[src/rtl/pe_dot_sequencer.sv]
// ----------------------------------------------------------------------------
// pe_dot_sequencer : one log-shift PE time-multiplexed into a signed dot product.
// Optional macro PE_DOT_SEQUENCER_SATURATE_EN clamps the accumulator.  Rev 1.0
// ----------------------------------------------------------------------------
`default_nettype none

module pe #(
  parameter int WEIGHT_BIT_WIDTH = 4,
  parameter int INPUT_BIT_WIDTH  = 4,
  parameter int PROD_WIDTH       = INPUT_BIT_WIDTH + (2 ** WEIGHT_BIT_WIDTH) / 2
) (
  input  logic [INPUT_BIT_WIDTH-1:0]  act,
  input  logic [WEIGHT_BIT_WIDTH-1:0] weight,
  output logic [PROD_WIDTH-1:0]       prod
);
  logic [PROD_WIDTH-1:0] mag;

  always_comb begin
    mag  = PROD_WIDTH'(act) << weight[WEIGHT_BIT_WIDTH-2:0];
    prod = weight[WEIGHT_BIT_WIDTH-1] ? (~mag + 1'b1) : mag;
  end
endmodule

module pe_dot_sequencer #(
  parameter int WEIGHT_BIT_WIDTH = 4,
  parameter int INPUT_BIT_WIDTH  = 4,
  parameter int ACC_WIDTH        = 16,
  parameter int LEN_WIDTH        = 6
) (
  input  logic                        clk,
  input  logic                        rst_n,
  input  logic                        start_valid,
  output logic                        start_ready,
  input  logic [LEN_WIDTH-1:0]        start_len,
  input  logic                        op_valid,
  output logic                        op_ready,
  input  logic [INPUT_BIT_WIDTH-1:0]  op_in,
  input  logic [WEIGHT_BIT_WIDTH-1:0] op_weight,
  output logic                        res_valid,
  input  logic                        res_ready,
  output logic [ACC_WIDTH-1:0]        res_data,
  output logic                        res_sat
);
  localparam int PROD_WIDTH = INPUT_BIT_WIDTH + (2 ** WEIGHT_BIT_WIDTH) / 2;

  typedef enum logic [1:0] {
    IDLE  = 2'd0,
    RUN   = 2'd1,
    DRAIN = 2'd2,
    DONE  = 2'd3
  } state_t;

  state_t                state_q, state_d;
  logic [ACC_WIDTH-1:0]  acc_q, acc_next, prod_q, prod_ext;
  logic                  prod_vld;
  logic [LEN_WIDTH-1:0]  cnt_q;
  logic [PROD_WIDTH-1:0] pe_prod;
  logic                  start_fire, op_fire;

  pe #(
    .WEIGHT_BIT_WIDTH (WEIGHT_BIT_WIDTH),
    .INPUT_BIT_WIDTH  (INPUT_BIT_WIDTH),
    .PROD_WIDTH       (PROD_WIDTH)
  ) u_pe (
    .act    (op_in),
    .weight (op_weight),
    .prod   (pe_prod)
  );

  assign prod_ext   = ACC_WIDTH'($signed(pe_prod));
  assign start_fire = start_valid & start_ready;
  assign op_fire    = op_valid & op_ready;

  always_ff @(posedge clk or negedge rst_n) begin
    if (!rst_n) state_q <= IDLE;
    else        state_q <= state_d;
  end

  always_comb begin
    state_d     = state_q;
    start_ready = 1'b0;
    op_ready    = 1'b0;
    res_valid   = 1'b0;
    case (state_q)
      IDLE: begin
        start_ready = 1'b1;
        if (start_valid) state_d = (start_len == '0) ? DONE : RUN;
      end
      RUN: begin
        op_ready = 1'b1;
        if (op_valid && cnt_q == LEN_WIDTH'(1)) state_d = DRAIN;
      end
      DRAIN: state_d = DONE;
      DONE: begin
        res_valid = 1'b1;
        if (res_ready) state_d = IDLE;
      end
      default: state_d = IDLE;
    endcase
  end

`ifdef PE_DOT_SEQUENCER_SATURATE_EN
  logic [ACC_WIDTH:0] sum_ext;
  logic               clamp;
  logic               sat_q;

  // One extra bit exposes signed overflow; its top bit gives the clamp direction.
  always_comb begin
    sum_ext = {acc_q[ACC_WIDTH-1], acc_q} + {prod_q[ACC_WIDTH-1], prod_q};
    clamp   = sum_ext[ACC_WIDTH] ^ sum_ext[ACC_WIDTH-1];
    if (!clamp)                 acc_next = sum_ext[ACC_WIDTH-1:0];
    else if (sum_ext[ACC_WIDTH]) acc_next = {1'b1, {(ACC_WIDTH-1){1'b0}}};
    else                        acc_next = {1'b0, {(ACC_WIDTH-1){1'b1}}};
  end

  always_ff @(posedge clk or negedge rst_n) begin
    if (!rst_n)           sat_q <= 1'b0;
    else if (start_fire)  sat_q <= 1'b0;
    else if (prod_vld)    sat_q <= sat_q | clamp;
  end

  assign res_sat = sat_q;
`else
  assign acc_next = acc_q + prod_q;
  assign res_sat  = 1'b0;
`endif

  always_ff @(posedge clk or negedge rst_n) begin
    if (!rst_n) begin
      acc_q    <= '0;
      prod_q   <= '0;
      prod_vld <= 1'b0;
      cnt_q    <= '0;
      res_data <= '0;
    end else begin
      prod_vld <= op_fire;
      if (op_fire) prod_q <= prod_ext;

      if (start_fire)    acc_q <= '0;
      else if (prod_vld) acc_q <= acc_next;

      if (start_fire)   cnt_q <= start_len;
      else if (op_fire) cnt_q <= cnt_q - LEN_WIDTH'(1);

      // DRAIN always follows the final handshake, so acc_next is the complete sum.
      if (state_q == DRAIN)                  res_data <= acc_next;
      else if (start_fire && start_len == '0) res_data <= '0;
    end
  end
endmodule

`default_nettype wire

[config.mk]
export PLATFORM = sky130hd
export DESIGN_NAME = pe_dot_sequencer
export DESIGN_NICKNAME = d
export VERILOG_FILES = /design/src/rtl/pe_dot_sequencer.sv
export SDC_FILE = /design/constraint.sdc
export NUM_CORES = 1
export LEC_CHECK = 0
export CORE_ASPECT_RATIO = 1.25
export CORE_MARGIN = 2
export CORE_UTILIZATION = 56
export CTS_CLUSTER_SIZE = 12
export DETAILED_ROUTE_END_ITERATION = 6
export DONT_BUFFER_PORTS = 1
export MAX_ROUTING_LAYER = met4
export PLACE_DENSITY = 0.75
export SYNTH_ARGS = -nofsm -noshare
export SYNTH_HDL_FRONTEND = slang
export SYNTH_SLANG_ARGS = --single-unit
[constraint.sdc]
create_clock -name clk -period 2.1 [get_ports clk]
set_input_delay 0.42 -clock clk [delete_from_list [all_inputs] [get_ports clk]]
set_output_delay 0.42 -clock clk [all_outputs]
set_load 0.05 [all_outputs]
[After elaboration in Yosys (flattened, before gate mapping)]
Index checks and enable logic that the tools add are counted.
Storage, ports and cells
  register bits: 53
  bits in latches: 0
  memory bits (writable): 0
  bits in read-only memories: 0
  input bits: 19
  output and inout bits: 20
  logic and storage cells: 43
  memories kept: 0
Cells by class
  add/sub/neg operators: 3
  multipliers: 0
  div/mod/pow operators: 0
  $lt $le $gt $ge: 0
  equal/unequal tests: 7
  shifts and indexed selects: 1
  muxes and demuxes: 15
  bitwise operators: 3
  reduce and logical (&&, ||, !) cells: 8
Operator list (number)
  16-bit two-way mux: 4
  16-bit adder: 1
  12-bit by 1-bit adder with 12-bit output, second input constant: 1
  12-bit two-way mux: 1
  6-bit two-way mux: 2
  12-bit NOT: 1
  4-bit by 3-bit left shift with 12-bit output: 1
  2-bit two-way mux: 4
  2-bit one-hot mux with 4 select lines: 1
  6-bit by 1-bit equality test with 1-bit output, second input constant: 1
  6-bit zero test: 1
  2-bit inequality test, second input constant: 3
  2-bit nonzero test: 3
  6-bit by 1-bit subtractor with 6-bit output, second input constant: 1
  2-bit equality test, second input constant: 2
  1-bit two-way mux: 3
  3-bit AND reduction: 1
  1-bit bitwise AND: 2
  2-bit by 1-bit equality test with 1-bit output, second input constant: 1
  1-bit logical AND: 2
  2-bit zero test: 1

[Logic depth before layout (Yosys ltp)]
  word-level depth: 6
  mapped depth: 9
  gate-level depth less buffers: 9

[Modules after synthesis]
A second synthesis with hierarchy kept.
Unflattened totals
  cells, all modules: 406
  area, all modules: 3799.9 um2
Modules (own cells, without submodules)
  pe_dot_sequencer: times used 1, cells an instance 310, area an instance 3181.8 um2
  pe: times used 1, cells an instance 96, area an instance 618.1 um2

[Least setup slack after synthesis]
OpenSTA, ideal clock, no wires.
  path type: flip-flop to flip-flop
  start: reg acc_q[0]
  end: reg res_data[10]
  setup time: 0.122 ns
  data arrival time: 2.117 ns
  data required time: 1.978 ns
  setup slack: -0.139 ns
  cell stages (with the launch flop): 10
  buffers on the path: 0
  clock period less this slack: 2.239 ns
  path through: dfrtp_1 -> ha_1 -> inv_1 -> fa_1 -> nor2b_1 -> o31a_1 -> o21a_1 -> o21a_1 -> or3_1 -> a32o_1
Between the ends
  cells in the longest elaborated chain, start to end: 2
RTL lines
  from (decl): line 54  | logic [ACC_WIDTH-1:0] acc_q, acc_next, prod_q, prod_ext;
  from (signal assigned): line 140  | else if (prod_vld) acc_q <= acc_next;
  16-bit adder: line 124  | assign acc_next = acc_q + prod_q;
  16-bit two-way mux: line 146  | if (state_q == DRAIN) res_data <= acc_next;
  to (signal assigned): line 146
  to (decl): line 41  | output logic [ACC_WIDTH-1:0] res_data,
Every way passes these cells.
A chain may end at the register's enable or synchronous reset.

[Worst setup path after layout]
  start: reg acc_q[2]
  end: reg res_data[10]
The elaborated chain is that of the path after synthesis.

==> reports/results.txt <==
Multi-input logic area -> 0.00245 mm^2
Number of warnings printed during yosys synthesis -> 0
Core area -> 0.00644 mm^2
Pin count of the biggest net entering global routing -> 54
Number of instances in the synthesized netlist -> 405
Final net count -> 492
Count of cell types in the netlist -> 72
Power Density -> 1640 mW/mm^2
Number of global-route vias before repair -> 3128
Violations in the final reports -> setup timing
Routability Congestion -> 0.888
Count of cells along the worst register-to-register path -> 7
Post-CTS clock slew at the launch and capture registers of the worst setup and hold paths -> 100 ps
Seq/Total Area, Yosys -> 36.0%
Number of antenna violations at the first check in global routing -> 0
Worst hold slack -> 207 ps
Cell depth of the worst min-delay path -> 1
Switching part of the total -> 47.0%
Sequential share of power -> 32.3%
Worst hold path type -> input port to flip-flop
Max Fclk -> 438 MHz
Worst slack, placed -> -122 ps
Worst setup skew after layout -> 11.5 ps
Final period utilization -> 109%
CTS Root Cell -> clkbuf_8
WL/cell -> 17.5 um
Period minus WS final -> 2280 ps
Maximum level of the CTS H-tree -> 2
Post-synth EDFFs -> 0
Most used DFF post-synth -> dfrtp_1
Slew at the pin with the worst max-slew slack -> 535 ps
TritonCTS clock tree -> done
Category of the most critical setup path -> flip-flop to flip-flop
Final worst slack -> -182 ps
Number of vias in the routed layout -> 3329
Nature of the critical path endpoint -> flip-flop
Pint -> 0.00395 W
Filler cells -> 477
Synth-to-Final Area Change -> 23.5%
Slew HR -> 64.3%
Placement Cell Area -> 0.00402 mm^2
Nets in the synthesized netlist -> 447
Global-route wire length before repair -> 14.0 mm
Final wirelength -> 9.42 mm
Cell area after layout -> 0.00455 mm^2
Max-cap check violation count -> 0
Mapped Area -> 0.00368 mm^2
Die outline area -> 0.00724 mm^2
Count of routing violations after the opening detailed-route iteration -> 228
Combinational cell fraction of total power -> 57.9%
Global route overflow -> 0
Clock group share of total power -> 9.8%
Sinks on Clock Net -> 53
Unrepaired setup endpoints after global routing -> yes
Worst endpoint data arrival time -> 2480 ps
Syn avg cell area -> 9.09 um^2
Pleak -> 2.00 nW
Number of slew-limit violations in the final report -> 0
Remaining DRCs -> 0
Data required time of the worst path -> 2300 ps
Global-route usage over all layers -> 24.4%
X dimension of the die -> 76.5 um
Later-pin clock latency in the skew report -> 310 ps
Post-DP HPWL -> 6.38 mm
DR pass1 iterations -> 5
Total inserted antenna cells -> 0
PnR Total Power -> 0.00746 W
Ratio of cells with drive above 1 in the final layout -> 25.1%
Boundary pin count -> 39
Number of endpoints failing setup at the final stage -> 13
Asr flop ratio synth -> 100%
Run status -> finished, violations left
Max IR drop VDD -> 0.660 mV
Maximum fanout along the worst path -> 2
Maximum clock path buffer count -> 2
Number of port buffers -> 0
NetSw -> 0.00351 W
Overall die height -> 94.6 um
Launching element type of the critical path -> flip-flop
Seq cells post-synth -> 53
Area taken by flip-flops and latches -> 0.00133 mm^2
Row count -> 33
Starting density of the core -> 57.1%
Sum of negative setup slack -> -1060 ps
Num CTS Buffers -> 5
Number of vias per cell after detailed routing -> 6.19
Remaining number of nets flagged by the antenna check after routing -> 0
Final hold violation count -> 0
-- sequential cells by signal, summed over array words and instances, names as in the netlist --
register  count
acc_q        16
cnt_q         6
prod_q       12
prod_vld      1
res_data     16
state_q       2
-- critical path, stage by stage, from the launching register on --
cell and delay, ps:
dfrtp_1 390, ha_1 320, nor2b_2 170, o31a_1 290, o21a_1 220, o21a_1 200, or3_1 310, a32o_1 270
-- routing by layer --
layer / vias to the layer above / global-route usage (%) / part of all wire (%) / wire (um)
met2: 104 / 44.7 / 52 / 4870
li1: 1597 / - / - / -
met3: 16 / 4.11 / 4.3 / 408
met1: 1612 / 27.4 / 42 / 3940
met4: 0 / 7.58 / 2.0 / 188
met5: - / - / 0 / 0
-- path summary, 6_finish.rpt --
path / from / end / slack (ps)
hold / removal: op_weight[2] / prod_q[3] / 210
setup reg to reg: acc_q[2] / res_data[10] / -180
min in group asynchronous: rst_n / res_data[6] / 620
max in group asynchronous: rst_n / prod_q[11] / 1230
setup / recovery: acc_q[2] / res_data[10] / -180
hold reg to reg: prod_q[10] / prod_q[10] / 510
-- per-stage QoR --
stage / cells / utilization [%]
final: 538 / 70.6
after global routing: 538 / 70.6
after CTS: 529 / 66.2
after detailed placement: 516 / 62.4
after global placement: 516 / 62.4
after floorplan: 405 / -
-- timing repair --
| action | CTS | global route |
|---|---|---|
| hold buffers | 2 | 0 |
| endpoints found under the setup margin | 13 | 16 |
| cloned | 0 | 0 |
| pin swaps | 14 | 20 |
| resized for setup | 14 | 34 |
| hold endpoints to repair | 53 | 0 |
| buffers inserted | 3 | 11 |
-- logic make-up (layout without fill, tap and decap cells) --
kind of cell / count (synthesis) / in the layout / synth area share (%)
other: 1 / 1 / 0.102
and+or+nand+nor: 129 / 129 / 17.7
muxes: 12 / 12 / 3.50
AOI/OAI and AO/OA: 132 / 132 / 25.2
DFF: 53 / 53 / 36.0
xor gates and xnor gates: 19 / 19 / 4.90
buffers and inverters: 36 / 82 / 4.52
adders and majority gates: 23 / 23 / 8.02
-- synthesized netlist by cell type, types with 5 or more instances --
library cell  number  area share (%)
a22o_1             8             1.9
a21o_1             9             1.8
dfrtp_1           53              36
a21oi_1           19             2.6
o21a_1             7             1.4
o21ai_1           10             1.4
or3_1              5            0.85
clkbuf_1          11             1.1
nand2_1           43             4.4
nand3_1            9             1.2
ha_1              22             7.5
and3_1             6             1.0
mux2i_1            8             2.2
nor2b_1            6             1.0
o21ai_0           30             4.1
nor3_1            10             1.4
nor2_1            22             2.2
nor4_1             7             1.2
xor2_1             5             1.2
inv_1             15             1.5
xnor2_1           13             3.1
-- final cells by class --
| cell class | count | share of cell area (%) |
|---|---|---|
| clock inverters | 2 | 0.826 |
| repair buffers | 59 | 10.6 |
| clock buffers | 6 | 1.82 |
| well taps | 87 | 2.39 |
| inverters | 15 | 1.24 |
| multi-input cells | 316 | 53.9 |
| flip-flops and latches | 53 | 29.2 |
-- power by group through the flow --
stage	Sequential (W)	Combinational (W)	Clock, W
after CTS	0.00234	0.00376	0.000738
after global routing	0.00247	0.00464	0.000784
after global placement	0.00233	0.00345	0
final	0.00241	0.00432	0.000731
after floorplan	0.00223	0.00246	0
after detailed placement	0.00235	0.00357	0
-- layout by cell type (no fill, tap or decap), drive strengths merged, types with 10 or more instances in the layout --
master | synthesis | final
buf | 9 | 58
dfrtp | 53 | 53
nand2 | 43 | 43
o21ai | 40 | 40
nor2 | 22 | 22
ha | 22 | 22
a21oi | 20 | 20
inv | 15 | 15
xnor2 | 13 | 13
nor3 | 10 | 10
No activity file was read; power rests on OpenSTA's default activity.
